--- src/rtl/ntt_bu_scheduler_if.sv ---
// Scheduler-to-datapath bundle: start/status plus coefficient read, twiddle and write-back strobes.
// The scheduler drives everything except start.
interface ntt_bu_scheduler_if #(
    parameter int LOGN = 4
);
    logic            start;
    logic            busy;
    logic            done;
    logic [LOGN-1:0] stage;
    logic            rd_en;
    logic [LOGN-1:0] rd_addr_a;
    logic [LOGN-1:0] rd_addr_b;
    logic [LOGN-1:0] tw_addr;
    logic            wr_en;
    logic [LOGN-1:0] wr_addr_a;
    logic [LOGN-1:0] wr_addr_b;

    modport master (
        input  start,
        output busy, done, stage, rd_en, rd_addr_a, rd_addr_b, tw_addr,
               wr_en, wr_addr_a, wr_addr_b
    );

    modport slave (
        output start,
        input  busy, done, stage, rd_en, rd_addr_a, rd_addr_b, tw_addr,
               wr_en, wr_addr_a, wr_addr_b
    );
endinterface

--- src/rtl/ntt_bu_scheduler.sv ---
// Issues one Cooley-Tukey butterfly per cycle for an in-place negacyclic NTT and
// replays each read address pair as a write-back pair PIPE_LAT cycles later.
module ntt_bu_scheduler #(
    parameter int LOGN   = 4,
    parameter int RD_LAT = 1,
    parameter int BU_LAT = 2
) (
    input  logic                clk,
    input  logic                rst,
    ntt_bu_scheduler_if.master  bus
);
    localparam int PIPE_LAT = RD_LAT + BU_LAT;
    localparam int DW       = $clog2(PIPE_LAT + 1);
    localparam logic [LOGN-2:0] K_LAST = '1;
    localparam logic [DW-1:0]   D_LAST = DW'(PIPE_LAT - 1);
    localparam logic [LOGN-1:0] S_LAST = LOGN'(LOGN - 1);

    typedef enum logic [1:0] {IDLE, RUN, DRAIN, DONE} state_t;

    state_t          state;
    logic [LOGN-1:0] stage_q;
    logic [LOGN-2:0] k;
    logic [DW-1:0]   dcnt;
    logic            busy_q;
    logic            done_q;
    logic            rd_en_q;
    logic [LOGN-1:0] ra_q;
    logic [LOGN-1:0] rb_q;
    logic [LOGN-1:0] tw_q;

    logic            vld_p [PIPE_LAT];
    logic [LOGN-1:0] a_p   [PIPE_LAT];
    logic [LOGN-1:0] b_p   [PIPE_LAT];

    // Returns {addr_a, addr_b, tw_addr} for butterfly kk of stage s.
    function automatic logic [3*LOGN-1:0] bfly(input int unsigned s, input int unsigned kk);
        int unsigned half;
        int unsigned g;
        int unsigned j;
        int unsigned base;
        half = (1 << LOGN) >> (s + 1);
        g    = kk >> (LOGN - 1 - s);
        j    = kk & (half - 1);
        base = 2 * g * half;
        return {LOGN'(base + j), LOGN'(base + j + half), LOGN'((1 << s) + g)};
    endfunction

    always_ff @(posedge clk or negedge rst) begin
        if (!rst) begin
            state   <= IDLE;
            stage_q <= '0;
            k       <= '0;
            dcnt    <= '0;
            busy_q  <= 1'b0;
            done_q  <= 1'b0;
            rd_en_q <= 1'b0;
            ra_q    <= '0;
            rb_q    <= '0;
            tw_q    <= '0;
        end else begin
            done_q <= 1'b0;
            case (state)
                IDLE: begin
                    if (bus.start) begin
                        state              <= RUN;
                        stage_q            <= '0;
                        k                  <= '0;
                        busy_q             <= 1'b1;
                        rd_en_q            <= 1'b1;
                        {ra_q, rb_q, tw_q} <= bfly(0, 0);
                    end
                end
                RUN: begin
                    if (k == K_LAST) begin
                        state   <= DRAIN;
                        dcnt    <= '0;
                        rd_en_q <= 1'b0;
                    end else begin
                        k                  <= k + 1'b1;
                        {ra_q, rb_q, tw_q} <= bfly(32'(stage_q), 32'(k) + 1);
                    end
                end
                // Hold off the next stage until its last write-back has been issued.
                DRAIN: begin
                    if (dcnt == D_LAST) begin
                        if (stage_q == S_LAST) begin
                            state  <= DONE;
                            busy_q <= 1'b0;
                            done_q <= 1'b1;
                        end else begin
                            state              <= RUN;
                            stage_q            <= stage_q + 1'b1;
                            k                  <= '0;
                            rd_en_q            <= 1'b1;
                            {ra_q, rb_q, tw_q} <= bfly(32'(stage_q) + 1, 0);
                        end
                    end else begin
                        dcnt <= dcnt + 1'b1;
                    end
                end
                DONE: begin
                    state   <= IDLE;
                    stage_q <= '0;
                end
                default: state <= IDLE;
            endcase
        end
    end

    // Write-back delay line: reset clears it so in-flight butterflies never write.
    always_ff @(posedge clk or negedge rst) begin
        if (!rst) begin
            for (int i = 0; i < PIPE_LAT; i++) begin
                vld_p[i] <= 1'b0;
                a_p[i]   <= '0;
                b_p[i]   <= '0;
            end
        end else begin
            vld_p[0] <= rd_en_q;
            a_p[0]   <= ra_q;
            b_p[0]   <= rb_q;
            for (int i = 1; i < PIPE_LAT; i++) begin
                vld_p[i] <= vld_p[i-1];
                a_p[i]   <= a_p[i-1];
                b_p[i]   <= b_p[i-1];
            end
        end
    end

    assign bus.busy      = busy_q;
    assign bus.done      = done_q;
    assign bus.stage     = stage_q;
    assign bus.rd_en     = rd_en_q;
    assign bus.rd_addr_a = ra_q;
    assign bus.rd_addr_b = rb_q;
    assign bus.tw_addr   = tw_q;
    assign bus.wr_en     = vld_p[PIPE_LAT-1];
    assign bus.wr_addr_a = a_p[PIPE_LAT-1];
    assign bus.wr_addr_b = b_p[PIPE_LAT-1];
endmodule
--- src/flat_wrapper.sv ---
// flat-port wrapper written by rule: the top's interface ports become plain ports
module ntt_bu_scheduler_flat 
#(
    parameter int LOGN   = 4,
    parameter int RD_LAT = 1,
    parameter int BU_LAT = 2
)
  (clk, rst, bus_start, bus_busy, bus_done, bus_stage, bus_rd_en, bus_rd_addr_a, bus_rd_addr_b, bus_tw_addr, bus_wr_en, bus_wr_addr_a, bus_wr_addr_b);
  ntt_bu_scheduler_if #(.LOGN(LOGN)) bus_i ();
  input  logic clk;
  input  logic rst;
  input wire logic [$bits(bus_i.start)-1:0] bus_start;
  output wire logic [$bits(bus_i.busy)-1:0] bus_busy;
  output wire logic [$bits(bus_i.done)-1:0] bus_done;
  output wire logic [$bits(bus_i.stage)-1:0] bus_stage;
  output wire logic [$bits(bus_i.rd_en)-1:0] bus_rd_en;
  output wire logic [$bits(bus_i.rd_addr_a)-1:0] bus_rd_addr_a;
  output wire logic [$bits(bus_i.rd_addr_b)-1:0] bus_rd_addr_b;
  output wire logic [$bits(bus_i.tw_addr)-1:0] bus_tw_addr;
  output wire logic [$bits(bus_i.wr_en)-1:0] bus_wr_en;
  output wire logic [$bits(bus_i.wr_addr_a)-1:0] bus_wr_addr_a;
  output wire logic [$bits(bus_i.wr_addr_b)-1:0] bus_wr_addr_b;
  assign bus_i.start = bus_start;
  assign bus_busy = bus_i.busy;
  assign bus_done = bus_i.done;
  assign bus_stage = bus_i.stage;
  assign bus_rd_en = bus_i.rd_en;
  assign bus_rd_addr_a = bus_i.rd_addr_a;
  assign bus_rd_addr_b = bus_i.rd_addr_b;
  assign bus_tw_addr = bus_i.tw_addr;
  assign bus_wr_en = bus_i.wr_en;
  assign bus_wr_addr_a = bus_i.wr_addr_a;
  assign bus_wr_addr_b = bus_i.wr_addr_b;
  ntt_bu_scheduler #(.LOGN(LOGN), .RD_LAT(RD_LAT), .BU_LAT(BU_LAT)) u_core (.clk(clk), .rst(rst), .bus(bus_i));
endmodule
--- config.mk ---
export PLATFORM = sky130hd
export DESIGN_NAME = ntt_bu_scheduler_flat
export DESIGN_NICKNAME = d
export VERILOG_FILES = /design/src/rtl/ntt_bu_scheduler_if.sv /design/src/rtl/ntt_bu_scheduler.sv /design/src/flat_wrapper.sv
export SDC_FILE = /design/constraint.sdc
export NUM_CORES = 1
export LEC_CHECK = 0
export CORE_MARGIN = 2
export CORE_UTILIZATION = 56
export CTS_CLUSTER_DIAMETER = 200
export DETAILED_ROUTE_END_ITERATION = 12
export GPL_TIMING_DRIVEN = 0
export PLACE_DENSITY = 0.84
export SYNTH_ARGS = -nofsm -noshare
export SYNTH_HDL_FRONTEND = slang
export SYNTH_SLANG_ARGS = --single-unit
--- constraint.sdc ---
create_clock -name clk -period 5.65 [get_ports clk]
set_input_delay 1.13 -clock clk [delete_from_list [all_inputs] [get_ports clk]]
set_output_delay 1.13 -clock clk [all_outputs]
set_load 0.005 [all_outputs]
==> flow_summary_export.csv, run 1 <==
group,metric,value,unit
layout,final_core_util,0.692,
setup_path,reg2reg_setup_slack,1300,ps
setup_path,critPathSlowestCell,"nor4_1",
routing,detailedRoute.firstIterationViolations,146,
setup_path,worst_r2r_path_depth,14,
routing,viasPerCell,5.43,
pwr,power_switching_share,0.395,
routing,postRouteWirelength,5440,um
global_routing,grt.total_usage,0.214,
clock_tree,tritoncts_num_sinks,53,
pwr,power.leakage,1.51,nW
clock_tree,cts_setup_buffers,0,
layout,stdcell_area,0.00329,mm2
clock_tree,postCtsHoldBufs,0,
setup_path,setup.worst_path.start_class,"register",
clock_tree,clk_latency,310,ps
worst_hold_path,worst_min_delay_path_class,"reg -> reg",
clock_tree,clock_tree_from_tritoncts,"done",
place,finalWeightedCongestion,0.946,
run_status,status,"complete, no violations",
clock_tree,tritoncts.num_buffers,5,
clock_tree,clock_tree.buffer_depth,2,
synth,synth_seq_area_share,0.477,
synth,synth_async_sr_flop_share,1.00,
global_routing,pin_count_of_the_biggest_net_entering_global_routing,44,
timing,tightest_slew,795,ps
floorplanning,ios,31,
setup_path,timing.critical_path.slowest_cell_delay,650,ps
layout,fillerInstances,359,
run,count_of_max_cap_constraint_violations,0,
routing,num_vias,1987,
place,dpl.hpwl,4010,um
floorplanning,number_of_rows_in_the_core_area,25,
timing,final-max-slew-violation-count,0,
worst_hold_path,hold_path.startpoint,"u_core.a_p[7]$_DFF_PN0_",
synth,syn_nets,286,
synth,synthesis.yosys.warnings,0,
synth,synth_edf_count,0,
pwr,powerDensity,470,mW/mm2
routing,dr.pass1.iters,4,
timing,fin_setup_tns,0,ps
pwr,combinationalPowerShare,0.494,
layout,antenna-diode-count,0,
setup_path,critPathCaptureType,"register",
floorplanning,design.core.area,0.00475,mm2
worst_hold_path,min_path_cells,0,
global_routing,vias_in_the_first_global_route,1849,
timing,hold-worst-slack,352,ps
setup_path,timing.rr.start,"u_core.bus.stage[0]$_DFFE_PN0P_",
routing,wl_cell,14.9,um
pwr,cell_internal_pwr,936,uW
setup_path,cp_max_fo,10,
routing,antenna_violating_nets_post_route,0,
pwr,seq_power_share,0.340,
layout,num-nets-final,324,
place,numPortBuffers,30,
synth,dominantRegCellSynth,"dfrtp_1",
synth,synthCells,260,
global_routing,antenna_found_initial,0,
synth,count_of_unique_library_cells_instantiated_by_yosys,50,
clock_tree,cts_max_level,2,
synth,netlist_area,0.00278,mm2
floorplanning,initial_utilization,0.584,
floorplanning,dieArea,0.00554,mm2
worst_hold_path,hold_path_end,"u_core.bus.wr_addr_a[3]$_DFF_PN0_",
setup_path,reg2reg_to,"u_core.bus.rd_addr_b[3]$_DFFE_PN0P_",
global_routing,first_pass_grt_wire_length,8940,um
pwr,share_clk_of_total_power,0.166,
timing,finalWorstSetupSlack,1300,ps
timing,final_hold_viol_count,0,
clock_tree,clockRootBuffer,"clkbuf_8",
timing,final-setup-viol-count,0,
timing,fmax,0.230,GHz
global_routing,grt-ovfl-total,0,
setup_path,cp_cell_sequence,"buf_2 -> buf_1 -> nor4_1 -> inv_1 -> ha_1 -> xor2_1 -> and2_1 -> fa_1 -> ha_1 -> a21oi_1 -> xnor2_1 -> xnor3_1 -> and2_1 -> o31a_1",
timing,period_share,0.769,
layout,synthToLayoutAreaGrowth,18.4,%
place,dpl_cell_area,0.00318,mm2
setup_path,ws_path_type,"reg -> reg",
pwr,irDropWorstVdd,0.210,mV
pwr,switching_power,611,uW
floorplanning,die_height,74.4,um
timing,timing.final.crit_period,4350,ps
timing,worst_setup_skew_after_layout,18.9,ps
floorplanning,chipWidth,74.4,um
layout,drive_above_1_share,0.0903,
timing,grt_setup_unrepaired,"no",
setup_path,crit_required,5860,ps
synth,syn_area_per_cell,10.7,um2
timing,relSlewSlack,0.465,
clock_tree,post_cts_resized,0,
clock_tree,worst_setup_hold_path_clk_slew,100,ps
place,placement.setup.worst_slack,1420,ps
setup_path,critPathArrivalTime,4560,ps
routing,drt_drc_violations_left,0,
synth,synth-seq-cells,53,
sequential cells by signal (all words and copies together) (netlist names):
name                  flops
u_core.a_p                8
u_core.b_p                8
u_core.bus.rd_addr_a      4
u_core.bus.rd_addr_b      4
u_core.bus.stage          4
u_core.bus.tw_addr        4
u_core.bus.wr_addr_a      4
u_core.bus.wr_addr_b      4
u_core.k                  3
u_core.dcnt               2
u_core.state              2
u_core.vld_p              2
u_core.bus.busy           1
u_core.bus.done           1
u_core.bus.rd_en          1
u_core.bus.wr_en          1
logic make-up (layout without fill, tap and decap cells):
family	count (synthesis)	in the layout	synth area share
DFF	53	53	0.477
xor gates and xnor gates	12	12	0.0428
muxes	5	5	0.0180
adders and majority gates	23	23	0.112
and+or+nand+nor	74	74	0.142
AOI/OAI and AO/OA	55	55	0.142
other	1	1	0.00135
buffers and inverters	37	76	0.0649
how the worst max path moves through the flow:
stage / start / end / slack (ps)
after floorplan: u_core.bus.stage[2]$_DFFE_PN0P_ / u_core.bus.rd_addr_b[3]$_DFFE_PN0P_ / 1930
after global placement: u_core.bus.stage[0]$_DFFE_PN0P_ / u_core.bus.rd_addr_b[3]$_DFFE_PN0P_ / 1580
after detailed placement: u_core.bus.stage[0]$_DFFE_PN0P_ / u_core.bus.rd_addr_b[3]$_DFFE_PN0P_ / 1420
after CTS: u_core.bus.stage[0]$_DFFE_PN0P_ / u_core.bus.rd_addr_b[3]$_DFFE_PN0P_ / 1360
after global routing: u_core.bus.stage[0]$_DFFE_PN0P_ / u_core.bus.rd_addr_b[3]$_DFFE_PN0P_ / 1100
final: u_core.bus.stage[0]$_DFFE_PN0P_ / u_core.bus.rd_addr_b[3]$_DFFE_PN0P_ / 1300
power by group through the flow:
stage	combinational (mW)	sequential [mW]	clock [mW]
finish	0.764	0.527	0.256
global route	0.843	0.537	0.276
CTS	0.758	0.526	0.257
detailed placement	0.755	0.533	0
global placement	0.732	0.531	0
floorplan	0.515	0.524	0
cells in the final DEF, fill, tap and decap left out, drive strengths merged, types with 2 or more instances in the layout:
master	netlist	routed
a31oi	3	3
a22o	4	4
o41ai	2	2
nand2b	5	5
inv	17	17
nor3	6	6
nand3b	3	3
xor2	7	7
xnor2	4	4
a21o	2	2
a221o	3	3
nor2	12	12
fa	3	3
nand3	4	4
mux2i	5	5
a21oi	6	6
a211oi	2	2
ha	20	20
nor4	7	7
clkdlybuf4s50	0	29
clkbuf	6	12
dfrtp	53	53
nand2	25	25
o21ai	20	20
and3	2	2
and2	3	3
buf	14	16
a2111oi	2	2
nor2b	4	4
metrics by stage:
stage / instances / power, mW
floorplan: 260 / 1.04
global placement: 357 / 1.26
detailed placement: 358 / 1.29
CTS: 366 / 1.54
global route: 366 / 1.66
finish: 366 / 1.55
per-layer routing:
metal / vias to the layer above / part of all wire / track usage
li1: 979 / - / -
met1: 941 / 0.47 / 0.298
met2: 58 / 0.47 / 0.342
met3: 9 / 0.049 / 0.0379
met4: 0 / 0.015 / 0.0675
met5: - / 0 / 0
final cells by class:
class                   instances  area (um2)  area share
clock buffers                   6        72.6      0.0221
plain buffers                  20         116      0.0354
repair buffers                 31         315      0.0959
clock inverters                 2        38.8      0.0118
inverters                      17        63.8      0.0194
flip-flops and latches         53        1330       0.403
multi-input cells             170        1270       0.387
well taps                      67        83.8      0.0255
synth_stat cells (4+ instances only):
cell type,count,area [um2]
nand2b_1,5,31.3
ha_1,20,250
nand2_1,24,90.1
nor2b_1,4,25.0
a22o_1,4,35.0
buf_4,10,75.1
mux2i_1,5,50.1
nor3_1,6,30.0
dfrtp_1,53,1330
a21oi_1,6,30.0
clkbuf_1,6,22.5
o21ai_1,11,55.1
nor4_1,6,37.5
nand3_1,4,20.0
o21ai_0,9,45.0
nor2_1,12,45.0
inv_1,17,63.8
xor2_1,7,61.3
xnor2_1,4,35.0
critical path: cells and delay by family (launching register included):
| kind | cells | cell delay (ps) |
|---|---|---|
| simple gates | 3 | 1050 |
| compound gates | 2 | 410 |
| xor+xnor | 3 | 580 |
| fa+ha+maj | 3 | 1060 |
| flops | 1 | 470 |
| buf+inv | 3 | 660 |
No activity file was read; power rests on OpenSTA's default activity.
==> inputs of run 2 (changes only) <==
==> constraint.sdc (replaced) <==
create_clock -name clk -period 4.19 [get_ports clk]
set_input_delay 0.838 -clock clk [delete_from_list [all_inputs] [get_ports clk]]
set_output_delay 0.838 -clock clk [all_outputs]
set_load 0.005 [all_outputs]
==> run 2 against run 1 <==
  * Clock power up 35%
  * Hold slack about the same
  * Sequential share of layout area down 0.27 points
  * Critical path type unchanged
  * Critical endpoint unchanged
==> flow_summary_export.csv, run 2 (synthesis gave the netlist of run 1 again) <==
group,metric,value,unit
timing,fin_setup_tns,0,ps
worst_hold_path,min_path_cells,0,
global_routing,grt-ovfl-total,0,
clock_tree,clock_tree_from_tritoncts,"done",
setup_path,setup.worst_path.start,"u_core.bus.stage[2]$_DFFE_PN0P_",
setup_path,crit_required,4400,ps
place,dp.cells,358,
global_routing,vias_in_the_first_global_route,1849,
floorplanning,initial_utilization,0.584,
setup_path,setup.worst_path.start_class,"register",
setup_path,cp_max_fo,10,
pwr,powerDensity,635,mW/mm2
setup_path,cp_cell_sequence,"buf_4 -> clkbuf_1 -> nor4_4 -> inv_1 -> ha_1 -> xor2_1 -> and2_1 -> fa_1 -> ha_1 -> a21oi_1 -> xnor2_1 -> xnor3_1 -> and2_1 -> o31a_1",
timing,grt_setup_unrepaired,"no",
setup_path,critPathArrivalTime,4180,ps
layout,num-nets-final,325,
worst_hold_path,worst_min_delay_path_class,"reg -> reg",
clock_tree,tritoncts.num_buffers,5,
layout,final_core_util,0.696,
place,placement.setup.worst_slack,-40.2,ps
timing,timing.final.crit_period,3970,ps
setup_path,ws_path_type,"reg -> reg",
layout,antenna-diode-count,0,
timing,worst_setup_skew_after_layout,18.5,ps
floorplanning,die_height,74.4,um
pwr,switching_power,830,uW
layout,reg.largest.list,"u_core.a_p x8, u_core.b_p x8",
timing,final_hold_viol_count,0,
pwr,seq_power_share,0.338,
global_routing,first_pass_grt_wire_length,8940,um
clock_tree,clock_tree.buffer_depth,2,
global_routing,pin_count_of_the_biggest_net_entering_global_routing,44,
routing,antenna_violating_nets_post_route,0,
setup_path,reg2reg_to,"u_core.bus.rd_addr_b[3]$_DFFE_PN0P_",
floorplanning,number_of_rows_in_the_core_area,25,
timing,final-setup-viol-count,0,
floorplanning,dieArea,0.00554,mm2
pwr,irDropWorstVdd,0.283,mV
layout,drive_above_1_share,0.0967,
setup_path,critPathCaptureType,"register",
pwr,cell_internal_pwr,1.27,mW
layout,final_cell_count_no_fill,367,
layout,stdcell_area,0.00331,mm2
timing,fmax,0.252,GHz
routing,detailedRoute.firstIterationViolations,95,
place,numPortBuffers,30,
pwr,power_switching_share,0.395,
floorplanning,ios,31,
timing,tightest_slew,796,ps
routing,dr.pass1.iters,4,
setup_path,crit_end,"u_core.bus.rd_addr_b[3]$_DFFE_PN0P_",
timing,period_share,0.948,
pwr,total_power,2.10,mW
setup_path,reg2reg_setup_slack,220,ps
routing,drt_drc_violations_left,0,
clock_tree,clockRootBuffer,"clkbuf_8",
pwr,share_clk_of_total_power,0.164,
clock_tree,clk_latency,310,ps
global_routing,antenna_found_initial,0,
floorplanning,chipWidth,74.4,um
clock_tree,postCtsHoldBufs,0,
routing,viasPerCell,5.48,
setup_path,worst_r2r_path_depth,14,
timing,hold-worst-slack,352,ps
clock_tree,cts_max_level,2,
routing,wl_cell,15.0,um
layout,layout_commonest_cell,"dfrtp_1",
place,finalWeightedCongestion,0.946,
timing,finalWorstSetupSlack,219,ps
setup_path,timing.critical_path.slowest_cell_delay,490,ps
clock_tree,tritoncts_num_sinks,53,
place,dpl_cell_area,0.00318,mm2
routing,num_vias,2010,
pwr,combinationalPowerShare,0.498,
layout,mostFrequentLayoutCells,"53 x dfrtp_1, 29 x clkdlybuf4s50_1, 24 x nand2_1",
timing,relSlewSlack,0.464,
setup_path,timing.rr.start,"u_core.bus.stage[2]$_DFFE_PN0P_",
setup_path,critPathSlowestCell,"fa_1",
clock_tree,worst_setup_hold_path_clk_slew,100,ps
run_status,status,"complete, no violations",
global_routing,grt.total_usage,0.214,
timing,final-max-slew-violation-count,0,
place,dpl.hpwl,4010,um
pwr,power.leakage,1.51,nW
routing,postRouteWirelength,5490,um
layout,synthToLayoutAreaGrowth,19.2,%
floorplanning,design.core.area,0.00475,mm2
run,count_of_max_cap_constraint_violations,0,
worst_hold_path,hold_path.startpoint,"u_core.a_p[7]$_DFF_PN0_",
-- run 2: cell types whose count changed in the layout (fill, tap and decap cells not counted), sizes merged --
cell,change
buf,+1
-- run 2: how the worst min path moves through the flow --
stage | to | slack (ps)
final | u_core.bus.wr_addr_a[3]$_DFF_PN0_ | 350
after global routing | u_core.a_p[4]$_DFF_PN0_ | 360
after CTS | u_core.bus.wr_addr_a[3]$_DFF_PN0_ | 350
after detailed placement | u_core.a_p[6]$_DFF_PN0_ | 330
after global placement | u_core.b_p[4]$_DFF_PN0_ | 330
after floorplan | u_core.a_p[4]$_DFF_PN0_ | 330
-- run 2: layout make-up --
class	count	area [um2]
flip-flops and latches	53	1330
fillers	354	1440
inverters	17	63.8
clock buffers	6	72.6
multi-input cells	170	1290
plain buffers	20	116
well taps	67	83.8
repair buffers	32	323
clock inverters	2	38.8
-- run 2: repair_timing --
| item | 4_1_cts | 5_1_grt |
|---|---|---|
| setup endpoints to repair | 1 | 1 |
| buffers inserted | 0 | 1 |
| resized for setup | 1 | 1 |
| pin swaps | 0 | 1 |
-- run 2: routing by layer --
layer | wire, um | global-route usage | vias up
met5 | 0 | 0 | -
met3 | 285 | 0.0379 | 9
met4 | 84 | 0.0675 | 0
met1 | 2540 | 0.298 | 961
li1 | - | - | 982
met2 | 2590 | 0.342 | 58
-- run 2: critical path, delay by kind of cell, from the launching register on --
kind            cells  cell delay, ps
xor+xnor            3             580
fa+ha+maj           3            1030
compound gates      2             410
flops               1             440
buf+inv             3             580
simple gates        3             810
-- run 2: power by group through the flow --
stage	registers, mW	logic, mW	clock network, mW
6_report	0.709	1.05	0.345
3_3_place_gp	0.717	0.988	0
2_1_floorplan	0.707	0.694	0
3_5_place_dp	0.719	1.02	0
4_1_cts	0.710	1.02	0.347
5_1_grt	0.725	1.15	0.372
